## src/rtl/alu_bist_if.sv

```systemverilog
// ALU operand/response bundle between the BIST sequencer and the ALU under test.
//   data1, data2 : operands A and B
//   ALU_control  : operation code
//   ALU_result   : ALU output, combinational from the three signals above
//   Z            : ALU zero flag
// master = sequencer side, slave = ALU side.
interface alu_bist_if;
  logic [31:0] data1;
  logic [31:0] data2;
  logic [3:0]  ALU_control;
  logic [31:0] ALU_result;
  logic        Z;

  modport master (
    output data1,
    output data2,
    output ALU_control,
    input  ALU_result,
    input  Z
  );

  modport slave (
    input  data1,
    input  data2,
    input  ALU_control,
    output ALU_result,
    output Z
  );
endinterface

```

## src/rtl/alu_bist.sv

```systemverilog
// ALU built-in self-test sequencer.
// Sweeps ALU_control over 0..NUM_OPS-1 and applies VEC_PER_OP LFSR-generated operand pairs per code.
// Every ALU response is folded into a 32-bit MISR signature.
// Ports:
//   clk, rst             : clock and synchronous active-high reset
//   start, abort         : run request / cancel of a run in progress
//   alu                  : operand/control outputs and result/Z inputs (master side)
//   busy, done, pass     : run status; pass = done && signature == EXPECTED_SIG
//   signature, z_count   : current MISR value and saturating count of captures with Z=1
module alu_bist #(
  parameter int unsigned NUM_OPS      = 10,
  parameter int unsigned VEC_PER_OP   = 16,
  parameter logic [31:0] SEED_A       = 32'h0000_00C8,
  parameter logic [31:0] SEED_B       = 32'h0000_0064,
  parameter logic [31:0] EXPECTED_SIG = 32'h0000_0000
) (
  input  logic              clk,
  input  logic              rst,
  input  logic              start,
  input  logic              abort,
  alu_bist_if.master        alu,
  output logic              busy,
  output logic              done,
  output logic              pass,
  output logic [31:0]       signature,
  output logic [15:0]       z_count
);

  // An all-zero LFSR would lock up, so a zero seed is replaced by 1.
  localparam logic [31:0] SeedAEff = (SEED_A == 32'h0) ? 32'h1 : SEED_A;
  localparam logic [31:0] SeedBEff = (SEED_B == 32'h0) ? 32'h1 : SEED_B;
  localparam logic [3:0]  LastOp   = 4'(NUM_OPS - 1);
  localparam logic [15:0] LastVec  = 16'(VEC_PER_OP - 1);

  typedef enum logic [1:0] {StIdle, StDrive, StCapture, StDone} state_e;

  state_e      state_q;
  logic [31:0] data1_q;
  logic [31:0] data2_q;
  logic [3:0]  ctrl_q;
  logic [31:0] sig_q;
  logic [15:0] zcnt_q;
  logic [15:0] vec_q;
  logic        busy_q;
  logic        done_q;

  // Shared shift/feedback used by both operand LFSRs and the MISR.
  function automatic logic [31:0] lfsr_step(input logic [31:0] cur);
    return {cur[30:0], cur[31] ^ cur[21] ^ cur[1] ^ cur[0]};
  endfunction

  always_ff @(posedge clk) begin
    if (rst) begin
      state_q <= StIdle;
      data1_q <= 32'h0;
      data2_q <= 32'h0;
      ctrl_q  <= 4'h0;
      sig_q   <= 32'hFFFF_FFFF;
      zcnt_q  <= 16'h0;
      vec_q   <= 16'h0;
      busy_q  <= 1'b0;
      done_q  <= 1'b0;
    end else if (abort && busy_q) begin
      // Cancel: operands cleared, signature and z_count kept for inspection.
      state_q <= StIdle;
      data1_q <= 32'h0;
      data2_q <= 32'h0;
      ctrl_q  <= 4'h0;
      busy_q  <= 1'b0;
      done_q  <= 1'b0;
    end else begin
      unique case (state_q)
        StIdle, StDone: begin
          if (start) begin
            state_q <= StDrive;
            data1_q <= SeedAEff;
            data2_q <= SeedBEff;
            ctrl_q  <= 4'h0;
            sig_q   <= 32'hFFFF_FFFF;
            zcnt_q  <= 16'h0;
            vec_q   <= 16'h0;
            busy_q  <= 1'b1;
            done_q  <= 1'b0;
          end
        end
        StDrive: begin
          state_q <= StCapture;
        end
        StCapture: begin
          sig_q <= lfsr_step(sig_q) ^ alu.ALU_result ^ {31'b0, alu.Z};
          if (alu.Z && (zcnt_q != 16'hFFFF)) begin
            zcnt_q <= zcnt_q + 16'h1;
          end
          if (vec_q != LastVec) begin
            vec_q   <= vec_q + 16'h1;
            data1_q <= lfsr_step(data1_q);
            data2_q <= lfsr_step(data2_q);
            state_q <= StDrive;
          end else if (ctrl_q != LastOp) begin
            vec_q   <= 16'h0;
            ctrl_q  <= ctrl_q + 4'h1;
            data1_q <= lfsr_step(data1_q);
            data2_q <= lfsr_step(data2_q);
            state_q <= StDrive;
          end else begin
            // Operands hold their last values in DONE.
            state_q <= StDone;
            busy_q  <= 1'b0;
            done_q  <= 1'b1;
          end
        end
        default: begin
          state_q <= StIdle;
        end
      endcase
    end
  end

  assign alu.data1       = data1_q;
  assign alu.data2       = data2_q;
  assign alu.ALU_control = ctrl_q;
  assign busy            = busy_q;
  assign done            = done_q;
  assign signature       = sig_q;
  assign z_count         = zcnt_q;
  assign pass            = done_q && (sig_q == EXPECTED_SIG);

endmodule

```

## src/flat_wrapper.sv

```systemverilog
// flat-port wrapper written by rule: the top's interface ports become plain ports
module alu_bist_flat 
#(
  parameter int unsigned NUM_OPS      = 10,
  parameter int unsigned VEC_PER_OP   = 16,
  parameter logic [31:0] SEED_A       = 32'h0000_00C8,
  parameter logic [31:0] SEED_B       = 32'h0000_0064,
  parameter logic [31:0] EXPECTED_SIG = 32'h0000_0000
)
  (clk, rst, start, abort, busy, done, pass, signature, z_count, alu_data1, alu_data2, alu_ALU_control, alu_ALU_result, alu_Z);
  alu_bist_if alu_i ();
  input  logic clk;
  input  logic rst;
  input  logic start;
  input  logic abort;
  output logic busy;
  output logic done;
  output logic pass;
  output logic [31:0] signature;
  output logic [15:0] z_count;
  output wire logic [$bits(alu_i.data1)-1:0] alu_data1;
  output wire logic [$bits(alu_i.data2)-1:0] alu_data2;
  output wire logic [$bits(alu_i.ALU_control)-1:0] alu_ALU_control;
  input wire logic [$bits(alu_i.ALU_result)-1:0] alu_ALU_result;
  input wire logic [$bits(alu_i.Z)-1:0] alu_Z;
  assign alu_data1 = alu_i.data1;
  assign alu_data2 = alu_i.data2;
  assign alu_ALU_control = alu_i.ALU_control;
  assign alu_i.ALU_result = alu_ALU_result;
  assign alu_i.Z = alu_Z;
  alu_bist #(.NUM_OPS(NUM_OPS), .VEC_PER_OP(VEC_PER_OP), .SEED_A(SEED_A), .SEED_B(SEED_B), .EXPECTED_SIG(EXPECTED_SIG)) u_core (.clk(clk), .rst(rst), .start(start), .abort(abort), .alu(alu_i), .busy(busy), .done(done), .pass(pass), .signature(signature), .z_count(z_count));
endmodule
```

## config.mk

```make
export PLATFORM = sky130hd
export DESIGN_NAME = alu_bist_flat
export DESIGN_NICKNAME = d
export VERILOG_FILES = /design/src/rtl/alu_bist_if.sv /design/src/rtl/alu_bist.sv /design/src/flat_wrapper.sv
export SDC_FILE = /design/constraint.sdc
export NUM_CORES = 1
export LEC_CHECK = 0
export ABC_AREA = 1
export CAP_MARGIN = 25
export CORE_MARGIN = 2
export CORE_UTILIZATION = 55
export DETAILED_ROUTE_END_ITERATION = 10
export PLACE_DENSITY = 0.91
export SYNTH_ARGS = -nofsm -noshare
export SYNTH_HDL_FRONTEND = slang
export SYNTH_SLANG_ARGS = --single-unit
```

## constraint.sdc

```tcl
create_clock -name clk -period 3.84 [get_ports clk]
set_input_delay 0.384 -clock clk [delete_from_list [all_inputs] [get_ports clk]]
set_output_delay 0.384 -clock clk [all_outputs]
set_load 0.03 [all_outputs]
```

# --- Word-level counts from Yosys, hierarchy flattened ---
# Cells that the tools add are included.
classes:
  addsub: 3
  n_eq_ne: 12
  muxes: 32
  bitwise: 12
  reduce_logical: 14
ops:
  columns: ["operator", "count"]
  rows:
  - ["2-to-1 mux 32 bit", 7]
  - ["one-hot mux 32 bit (2 select lines)", 3]
  - ["2-to-1 mux 16 bit", 4]
  - ["one-hot mux 16 bit (2 select lines)", 2]
  - ["adder 16 x 1 -> 16 bit, second input constant", 2]
  - ["logical NOT 32 bit", 1]
  - ["XOR 32 x 1 -> 32 bit", 1]
  - ["XOR 32 bit", 1]
  - ["inequality test 16 bit, second input constant", 1]
  - ["inequality test 16 x 4 -> 1 bit, second input constant", 1]
  - ["AND reduction 4 bit", 4]
  - ["2-to-1 mux 4 bit", 3]
  - ["XOR 1 bit", 9]
  - ["one-hot mux 4 bit (2 select lines)", 1]
  - ["2-to-1 mux 1 bit", 6]
  - ["2-to-1 mux 2 bit", 3]
  - ["inequality test 2 bit, second input constant", 3]
  - ["one-hot mux 2 bit (3 select lines)", 1]
  - ["AND reduction 3 bit", 2]
  - ["adder 4 x 1 -> 4 bit, second input constant", 1]
  - ["equality test 2 bit, second input constant", 2]
  - ["inequality test 2 x 1 -> 1 bit, second input constant", 2]
  - ["inequality test 4 bit, second input constant", 1]
  - ["one-hot mux 1 bit (2 select lines)", 2]
  - ["7 further kinds", 10]
word_totals:
  ff_bits: 136
  in_bits: 37
  out_inout_bits: 119
  wordCells: 82

# --- Depth between registers and ports, before layout ---
depth:
  depth_word: 6
  ltp_mapped: 13
  mapped_depth_nobuf: 12

# --- Worst setup path after synthesis ---
# No wires, ideal clock.
synth_timing:
  path_type: "register to output"
  startpoint: "register u_core.done_q, in the netlist u_core.done"
  endpoint: "output port pass"
  arrival_time_ps: 1780
  t_required_ps: 3456
  setup_slack_ps: 1676
  path_stages_with_launch: 7
  n_path_buf: 0
  cell_sequence: "dfxtp_1 -> inv_1 -> nor2_1 -> nand3_1 -> nor2_1 -> nand3_1 -> nor4_1"
synth_via:
  elab_chain_len: 1
synth_rtl:
  columns: ["element", "line", "source"]
  rows:
  - ["start, declared", "alu_bist.sv:45", "logic done_q;"]
  - ["start signal, assigned", "alu_bist.sv:62", "done_q <= 1'b0;"]
  - ["start signal, assigned", "alu_bist.sv:70", "done_q <= 1'b0;"]
  - ["start signal, assigned", "alu_bist.sv:83", "done_q <= 1'b0;"]
  - ["logical AND 1 bit", "alu_bist.sv:126", "assign pass = done_q && (sig_q == EXPECTED_SIG);"]
  - ["end, declared", "flat_wrapper.sv:18", "output logic pass;"]
# Every way passes these cells.

# --- Final worst setup path ---
layout_timing:
  startpoint: "register u_core.state_q[0]"
  endpoint: "register u_core.data2_q[21], in the netlist u_core.alu.data2[21]"
layout_via:
  elab_chain_len: 4
  word_cells_on_any_way: 9
  classes_between: "eq/ne: 4; mux: 1; reduce/logical: 4"
layout_rtl:
  columns: ["element", "line", "source"]
  rows:
  - ["start, declared", "alu_bist.sv:37", "state_e state_q;"]
  - ["start signal, assigned", "alu_bist.sv:54", "state_q <= StIdle;"]
  - ["start signal, assigned", "alu_bist.sv:65", "state_q <= StIdle;"]
  - ["start signal, assigned", "alu_bist.sv:75", "state_q <= StDrive;"]
  - ["equality test 2 bit / logical NOT 2 bit (equally long branches)", "alu_bist.sv:72", "unique case (state_q)"]
  - ["OR reduction 2 bit", "alu_bist.sv:72", null]
  - ["inequality test 2 bit (no source line) / nonzero test 2 bit (equally long branches)", null, null]
  - ["AND reduction 3 bit (no source line)", null, null]
  - ["end signal, assigned", "alu_bist.sv:97", "data2_q <= lfsr_step(data2_q);"]
  - ["end signal, assigned", "alu_bist.sv:103", "data2_q <= lfsr_step(data2_q);"]
  - ["end, declared", "alu_bist.sv:39", "logic [31:0] data2_q;"]
# Parallel ways exist; a longest one is shown, timed or not.
# A chain may end at the register's enable or synchronous reset.

==> results.md <==
* Status: finished, final reports clean
* Initial antenna violation count at 0
* Worst hold path class: in -> reg
* Setup WS post-layout at 1.19 ns
* Overflow after GRT at 0
* Syn. warnings at 0
* #FFs+latches synth at 136
* Clk_lat worst skew at 0.42 ns
* Setup TNS at 0 ns
* Period utilization at 69.1%
* Final WL at 18.7 mm
* Gate power share at 27.0%
* CTS tree: yes
* Worst Setup Path Type: reg -> reg
* Final-report hold violation count at 0
* Most used DFF post-synth: dfxtp_1
* Starting density of the core at 56.1%
* Fillers at 917
* Pwr Density at 474 nW/um^2
* Switching pwr at 1510 uW
* H-Tree Depth at 4
* IO Pins at 156
* Clk slew on worst S/H paths at 0.06 ns
* Cell Rows at 41
* Syn_nets at 994
* Core box area at 12600 um^2
* Count of different cell masters after synthesis at 37
* Bufs on Longest Clock Path at 2
* Clock tree root driver cell: clkbuf_16
* Sw Share at 34.6%
* Most frequent cells after synthesis: nand2_1 (181), dfxtp_1 (136), a21oi_1 (98), inv_1 (87), nor2_1 (84)
* Area leader, netlist: dfxtp_1
* Cts repair resizes at 0
* Via density at 5.51
* Final Power at 4360 uW
* Slew Viols, Final at 0
* Number of DRC markers in iteration 0 at 597
* Vias at 6978
* CTS buffer count at 17
* Wire per inst at 14.8 um
* Hold Path Cell Cnt at 4
* Beginning of the critical path: u_core.state_q[0]
* Gr usage total at 28.1%
* # diodes at 0
* Fmax at 377 MHz
* Die ar. at 13700 um^2
* Max-cap violations at 0
* Mapped Cells at 950
* Vias in the first global route at 6480
* Final core utilization at 73.1%
* EDFF count, synth at 0
* CP Max Fanout at 54
* Sequential area share after synthesis at 38.6%
* HPWL after detailed placement at 12.3 mm
* Max transition margin at 34.7%
* ANT nets after route at 0
* Critical path launch point type: register
* RD Place Congestion at 0.886
* Fin nets at 1126
* Port Buf Inserts at 155
* Main area contributors after synthesis: dfxtp_1 (39%), nand2_1 (9.6%), a21oi_1 (7.0%), a21oi_2 (6.2%), nand3_2 (5.8%)
* Slew @ Worst Pin at 0.979 ns
* HP Start: rst
* Most common cell in the netlist: nand2_1
* Share of layout cells above drive strength 1 at 14.9%
* CP Capture Type: register
* Sequential share of power at 36.5%
* First-pass GRT wire length at 30.9 mm
* Clock power share at 36.4%
* Int Power at 2850 uW
* DR DRC count at 0
* Chip height at 117 um
* Final hold slack at 0.414 ns
* Worst Reg-to-Reg Cells at 10
* P_leak at 0.00329 uW
* Layout area overhead at 30.3%
* Pin count of the biggest net entering global routing at 71
* CTS sink cnt at 136
* Setup violators final at 0
* Tmin final at 2.65 ns
* First-pass DRT Iterations at 6
* Post-synth ARST share at 0%
* Avg Cell Area, Syn at 7.42 um^2
* Reg-to-Reg Start: u_core.state_q[0]
* Setup repair bufs after CTS at 0
* Mapped Area at 7050 um^2
* CP required at 4.18 ns
* RSZ-0062 raised after global routing: no
* FF-to-FF setup slack at 1.19 ns
* Width of the die at 117 um
* Clock skew at 0.0101 ns
* Peak supply drop at 0.410 mV
* Setup slack at placement at 1.24 ns
* Post-synth top area share at 38.6%
* CTS Hold Bufs at 0
* Worst Path Arrival at 2.99 ns
worst paths after layout:
path                          end
max          u_core.alu.data2[21]
min reg2reg   u_core.alu.data1[5]
max reg2reg  u_core.alu.data2[21]
min           u_core.alu.data1[3]
registers in the layout (all words and copies together) (netlist names):
signal and cells:
u_core.alu.data1 32, u_core.alu.data2 32, u_core.alu.ALU_control 4, u_core.vec_q 16
u_core.signature 32, u_core.z_count 16, u_core.busy 1, u_core.state_q 2
u_core.done 1
through the flow:
step,area (um^2),cells
floorplan,7050,950
global placement,8610,1235
detailed placement,8610,1235
CTS,9190,1267
global route,9190,1267
finish,9190,1267
cells by family after synthesis:
kind of cell,share of synthesized area (%)
AND/OR/NAND/NOR,30.6
AO/OA/AOI/OAI,19.1
buffers and inverters,9.00
flip-flops,38.6
XOR/XNOR,1.49
adder cells (fa/ha/maj),1.24
power by group through the flow:
stage | clock network [uW] | logic, uW | registers [uW]
6_report | 1590 | 1180 | 1590
5_1_grt | 1670 | 1270 | 1600
4_1_cts | 1600 | 1170 | 1590
3_5_place_dp | 0 | 1150 | 1610
3_3_place_gp | 0 | 1130 | 1610
2_1_floorplan | 0 | 649 | 1790
cell usage in the layout, fill, tap and decap left out, types with 2 or more instances in the layout:
master             n
nand2_1          181
clkdlybuf4s50_1  154
dfxtp_1          136
a21oi_1           98
inv_1             87
nor2_1            84
o21ai_0           70
nand3_1           57
a21oi_2           50
nand3_2           41
nand4_1           21
clkbuf_16         17
nand2_2           11
nor3_1             9
xnor2_1            7
o21ai_1            6
ha_1               6
nor2_2             5
nor2_4             5
nand2_4            5
xor2_1             5
clkinv_2           4
buf_4              4
inv_2              3
o21bai_1           3
clkinv_4           3
clkbuf_1           3
nand3b_1           2
bufinv_16          2
buf_12             2
worst max-delay path: stages (launching register included):
cell and delay, ns:
dfxtp_1 0.40, inv_1 0.10, ha_4 0.18, inv_4 0.45, nor2_2 0.13, nand3_4 0.16
nand2_4 0.06, inv_2 0.47, buf_12 0.32, nand3_1 0.11, a21oi_1 0.17
per-layer routing:
metal | vias to the layer above | GRT usage [%] | share of wire [%]
li1 | 3408 | - | -
met1 | 3265 | 35.7 | 42
met2 | 265 | 46.1 | 48
met3 | 40 | 6.23 | 6.8
met4 | 0 | 12.0 | 2.7
met5 | - | 0 | 0
final cells by class:
class	count	area, um^2	area share (%)
Inverter	92	348	3.79
Sequential cell	136	2720	29.6
Tap cell	172	215	2.34
Multi-Input combinational cell	674	3710	40.4
Clock buffer	21	450	4.90
Clock inverter	11	123	1.33
Timing Repair Buffer	161	1620	17.6
No activity file was read; power rests on OpenSTA's default activity.
